===== config.mk =====
export PLATFORM = sky130hd
export DESIGN_NAME = transpose_stream
export DESIGN_NICKNAME = d
export VERILOG_FILES = /design/src/rtl/transpose_stream.sv
export SDC_FILE = /design/constraint.sdc
export NUM_CORES = 1
export LEC_CHECK = 0
export CAP_MARGIN = 20
export CORE_MARGIN = 2
export CORE_UTILIZATION = 50
export DETAILED_ROUTE_END_ITERATION = 6
export HOLD_SLACK_MARGIN = 0.02
export PLACE_DENSITY = 0.83
export SLEW_MARGIN = 20
export SYNTH_ARGS = -nofsm -noshare
export SYNTH_HDL_FRONTEND = slang
export SYNTH_SLANG_ARGS = --single-unit

===== constraint.sdc =====
create_clock -name clk -period 2.9 [get_ports clk]
set_input_delay 0.58 -clock clk [delete_from_list [all_inputs] [get_ports clk]]
set_output_delay 0.58 -clock clk [all_outputs]
set_load 0.02 [all_outputs]

===== src/rtl/transpose_stream.sv =====
// Corner-turn buffer: takes ROWS words of COLS bits and returns
// the transposed block as COLS words of ROWS bits.
module transpose_stream #(
  parameter int ROWS = 4,
  parameter int COLS = 8
) (
  input  logic            clk,
  input  logic            reset,
  input  logic            in_valid,
  output logic            in_ready,
  input  logic [COLS-1:0] in_data,
  output logic            out_valid,
  input  logic            out_ready,
  output logic [ROWS-1:0] out_data,
  output logic            out_last
);

  localparam int RW = (ROWS > 1) ? $clog2(ROWS) : 1;
  localparam int CW = (COLS > 1) ? $clog2(COLS) : 1;
  localparam logic [RW-1:0] RLAST = RW'(ROWS - 1);
  localparam logic [CW-1:0] CLAST = CW'(COLS - 1);

  typedef enum logic {FILL, DRAIN} state_t;

  state_t                     state;
  state_t                     state_next;
  logic [RW-1:0]              rcnt;
  logic [CW-1:0]              ccnt;
  logic [ROWS-1:0][COLS-1:0]  mem;
  logic                       in_fire;
  logic                       out_fire;

  assign in_fire  = in_valid && in_ready;
  assign out_fire = out_valid && out_ready;

  always_comb begin
    state_next = state;
    in_ready   = 1'b0;
    out_valid  = 1'b0;
    unique case (state)
      FILL: begin
        in_ready = 1'b1;
        if (in_valid && rcnt == RLAST)
          state_next = DRAIN;
      end
      DRAIN: begin
        out_valid = 1'b1;
        if (out_ready && ccnt == CLAST)
          state_next = FILL;
      end
      default: state_next = FILL;
    endcase
  end

  always_ff @(posedge clk) begin
    if (reset) begin
      state <= FILL;
      rcnt  <= '0;
      ccnt  <= '0;
      mem   <= '0;
    end else begin
      state <= state_next;
      if (in_fire) begin
        mem[rcnt] <= in_data;
        rcnt      <= (rcnt == RLAST) ? '0 : rcnt + 1'b1;
      end
      if (out_fire)
        ccnt <= (ccnt == CLAST) ? '0 : ccnt + 1'b1;
    end
  end

  // Column select straight from the registered array keeps
  // out_data steady across stalls.
  always_comb begin
    out_data = '0;
    for (int j = 0; j < ROWS; j++)
      out_data[j] = mem[j][ccnt];
  end

  assign out_last = out_valid && (ccnt == CLAST);

endmodule


==> flow_summary.yaml <==
placed_design:
  place_area_mm2: 0.00196
  port_buffers: 18
  place.gp.congestion: 0.770
  dp_hpwl_um: 2680
finish:
  layout.cells.most_common_list: "dfxtp_1, nand2_1, a21oi_1"
  drive_gt1_share_pct: 9.00
  final_nets: 228
  num_antenna_cells: 0
  fillers: 313
  finalInstanceArea_mm2: 0.00207
  area.growth.synth_to_final_pct: 17.8
  final_common_cell: "dfxtp_1"
pwr:
  vdd_ir_drop_max_v: 0.000277
  power_density_mw_per_mm2: 545
  p_leak_nw: 0.779
flow_run:
  cap_violations: 0
synthesis:
  ys_warn_count: 0
  synth.distinct_cells: 17
  syn_area_mm2: 0.00176
  syn_nets: 213
  syn_avg_cell_area_um2: 9.02
  synth_seq_cells: 38
  ys_seq_area_share_pct: 43.2
  synthCells: 195
global_routing:
  grt.total_usage_pct: 21.6
  grt_remaining_overflow: 0
  grt_pass1_wl_um: 6490
  grt_pass1_vias: 1389
  antenna_found_initial: 0
  grt_max_degree: 39
detailed_routing:
  via_per_inst: 5.66
  drt-initial-drc-count: 124
  ant_nets: 0
  totalWireLength_um: 3920
  drtPass1Iterations: 4
  avgRoutedWirePerCell_um: 15.2
  via_count: 1454
  drcViolationCount: 0
critical_path:
  path_class: "flop to output pin"
  cp-end-kind: "output pin"
  cp_data_required_time_ps: 2320
  critPathLaunchType: "flop"
  arrival_ps: 2230
  crit_path_start: "ccnt[0]"
  reg2regPathDepth: 5
  rr_startpoint: "rcnt[0]"
  cp_max_fo: 7
floorplan:
  start_util_pct: 52.3
  core_mm2: 0.00336
  fp.dieW_um: 63.3
  die_area_mm2: 0.00401
  chipHeight_um: 63.3
  rows: 21
  io_pins: 19
sta:
  relSlewSlack_pct: 70.3
  period_needed_ps: 2810
  whs_ps: 460
  hold_viol: 0
  fin_crit_sh_pct: 97.0
  setup_violations: 0
  rsz0062_at_grt: "false"
  max_freq_mhz: 356
  fin_tns_setup_ps: 0
  fin_skew_ps: 16.2
  tightestPinTransition_ps: 444
  drv_slew: 0
clock_tree:
  clkSlewWorstSetupHoldPaths_ps: 130
  cts_tree: "built"
  clockBufferDepth: 2
  htree_levels: 2
  post_cts_buffers: 0
  cts_hold_buf: 0
  cts_sinks: 38
  cts_buffers: 5
  worst_skew_pair.late_latency_ps: 360
  clockRootBuffer: "clkbuf_4"
min_path:
  min_path_type: "flop to flop"
  hold-path-cell-count: 2
  hp-start: "mem[15]"
status:
  status: "finished clean"
-- final timing paths --
path	end	slack [ps]
setup / recovery	out_data[1]	90
hold reg to reg	mem[15]	460
setup reg to reg	mem[23]	1390
hold / removal	mem[15]	460
-- worst max-delay path: stages, from the launching register on --
cell and delay [ps]:
dfxtp_1 350, buf_4 160, mux4_1 560, mux2_2 270, clkdlybuf4s50_1 530
-- registers in the layout, summed over array words and instances (netlist names) --
name / count
rcnt: 2
state: 1
ccnt: 3
mem: 32
-- cell type report --
| cell class | instances | area (µm²) | area share (%) |
|---|---|---|---|
| Multi-Input combinational cell | 138 | 908 | 43.8 |
| Sequential cell | 38 | 761 | 36.7 |
| Timing Repair Buffer | 24 | 228 | 11.0 |
| Clock inverter | 3 | 68.8 | 3.32 |
| Tap cell | 46 | 57.6 | 2.78 |
| Clock buffer | 5 | 37.5 | 1.81 |
| Inverter | 3 | 11.3 | 0.543 |
-- cells by family after synthesis --
group           Yosys count  synth area share (%)
simple gates             82                  21.1
flops                    38                  43.2
compound gates           35                  9.96
buf+inv                  19                  5.26
mux                      15                  16.2
fa+ha+maj                 6                  4.27
-- power breakdown --
part           internal [W]  leakage (nW)  switching, W  total, W
Clock              0.000270        0.0554      0.000185  0.000454
Combinational     0.0000508         0.415     0.0000707  0.000122
Sequential         0.000542         0.308     0.0000117  0.000554
Total              0.000862         0.779      0.000267   0.00113
-- per-layer routing --
layer / vias to the layer above / track usage [%] / wire length, µm
met5: - / 0 / 0
met1: 686 / 25.1 / 1670
li1: 718 / - / -
met3: 4 / 6.25 / 243
met2: 46 / 37.9 / 1970
met4: 0 / 7.61 / 36
-- cells in the mapped netlist --
| master | n | area (µm²) |
|---|---|---|
| nor2b_1 | 1 | 6.26 |
| and2_1 | 1 | 6.26 |
| clkbuf_1 | 8 | 30.0 |
| dfxtp_1 | 38 | 761 |
| mux4_1 | 8 | 210 |
| nand3_1 | 34 | 170 |
| mux2i_1 | 3 | 30.0 |
| inv_1 | 3 | 11.3 |
| mux2_2 | 4 | 45.0 |
| a21oi_1 | 35 | 175 |
| nand3b_1 | 4 | 30.0 |
| nor2_1 | 5 | 18.8 |
| buf_6 | 2 | 22.5 |
| ha_1 | 6 | 75.1 |
| buf_1 | 1 | 3.75 |
| buf_2 | 5 | 25.0 |
| nand2_1 | 37 | 139 |
-- per-stage QoR --
stage / std cells / total power [W] / setup WS [ps] / utilization (%)
global placement: 249 / 0.000682 / 502 / 58.4
detailed placement: 249 / 0.000685 / 478 / 58.4
global route: 257 / 0.00117 / 10.3 / 61.6
CTS: 257 / 0.00113 / 65.5 / 61.5
finish: 257 / 0.00113 / 87.6 / 61.6
floorplan: 195 / 0.000638 / 1000 / -
-- what timing repair did --
action	in CTS	in global routing
hold endpoints to repair	0	0
endpoints found under the setup margin	0	1
gates resized for setup	0	1
Note: power is estimated with default switching activity, not from simulation.
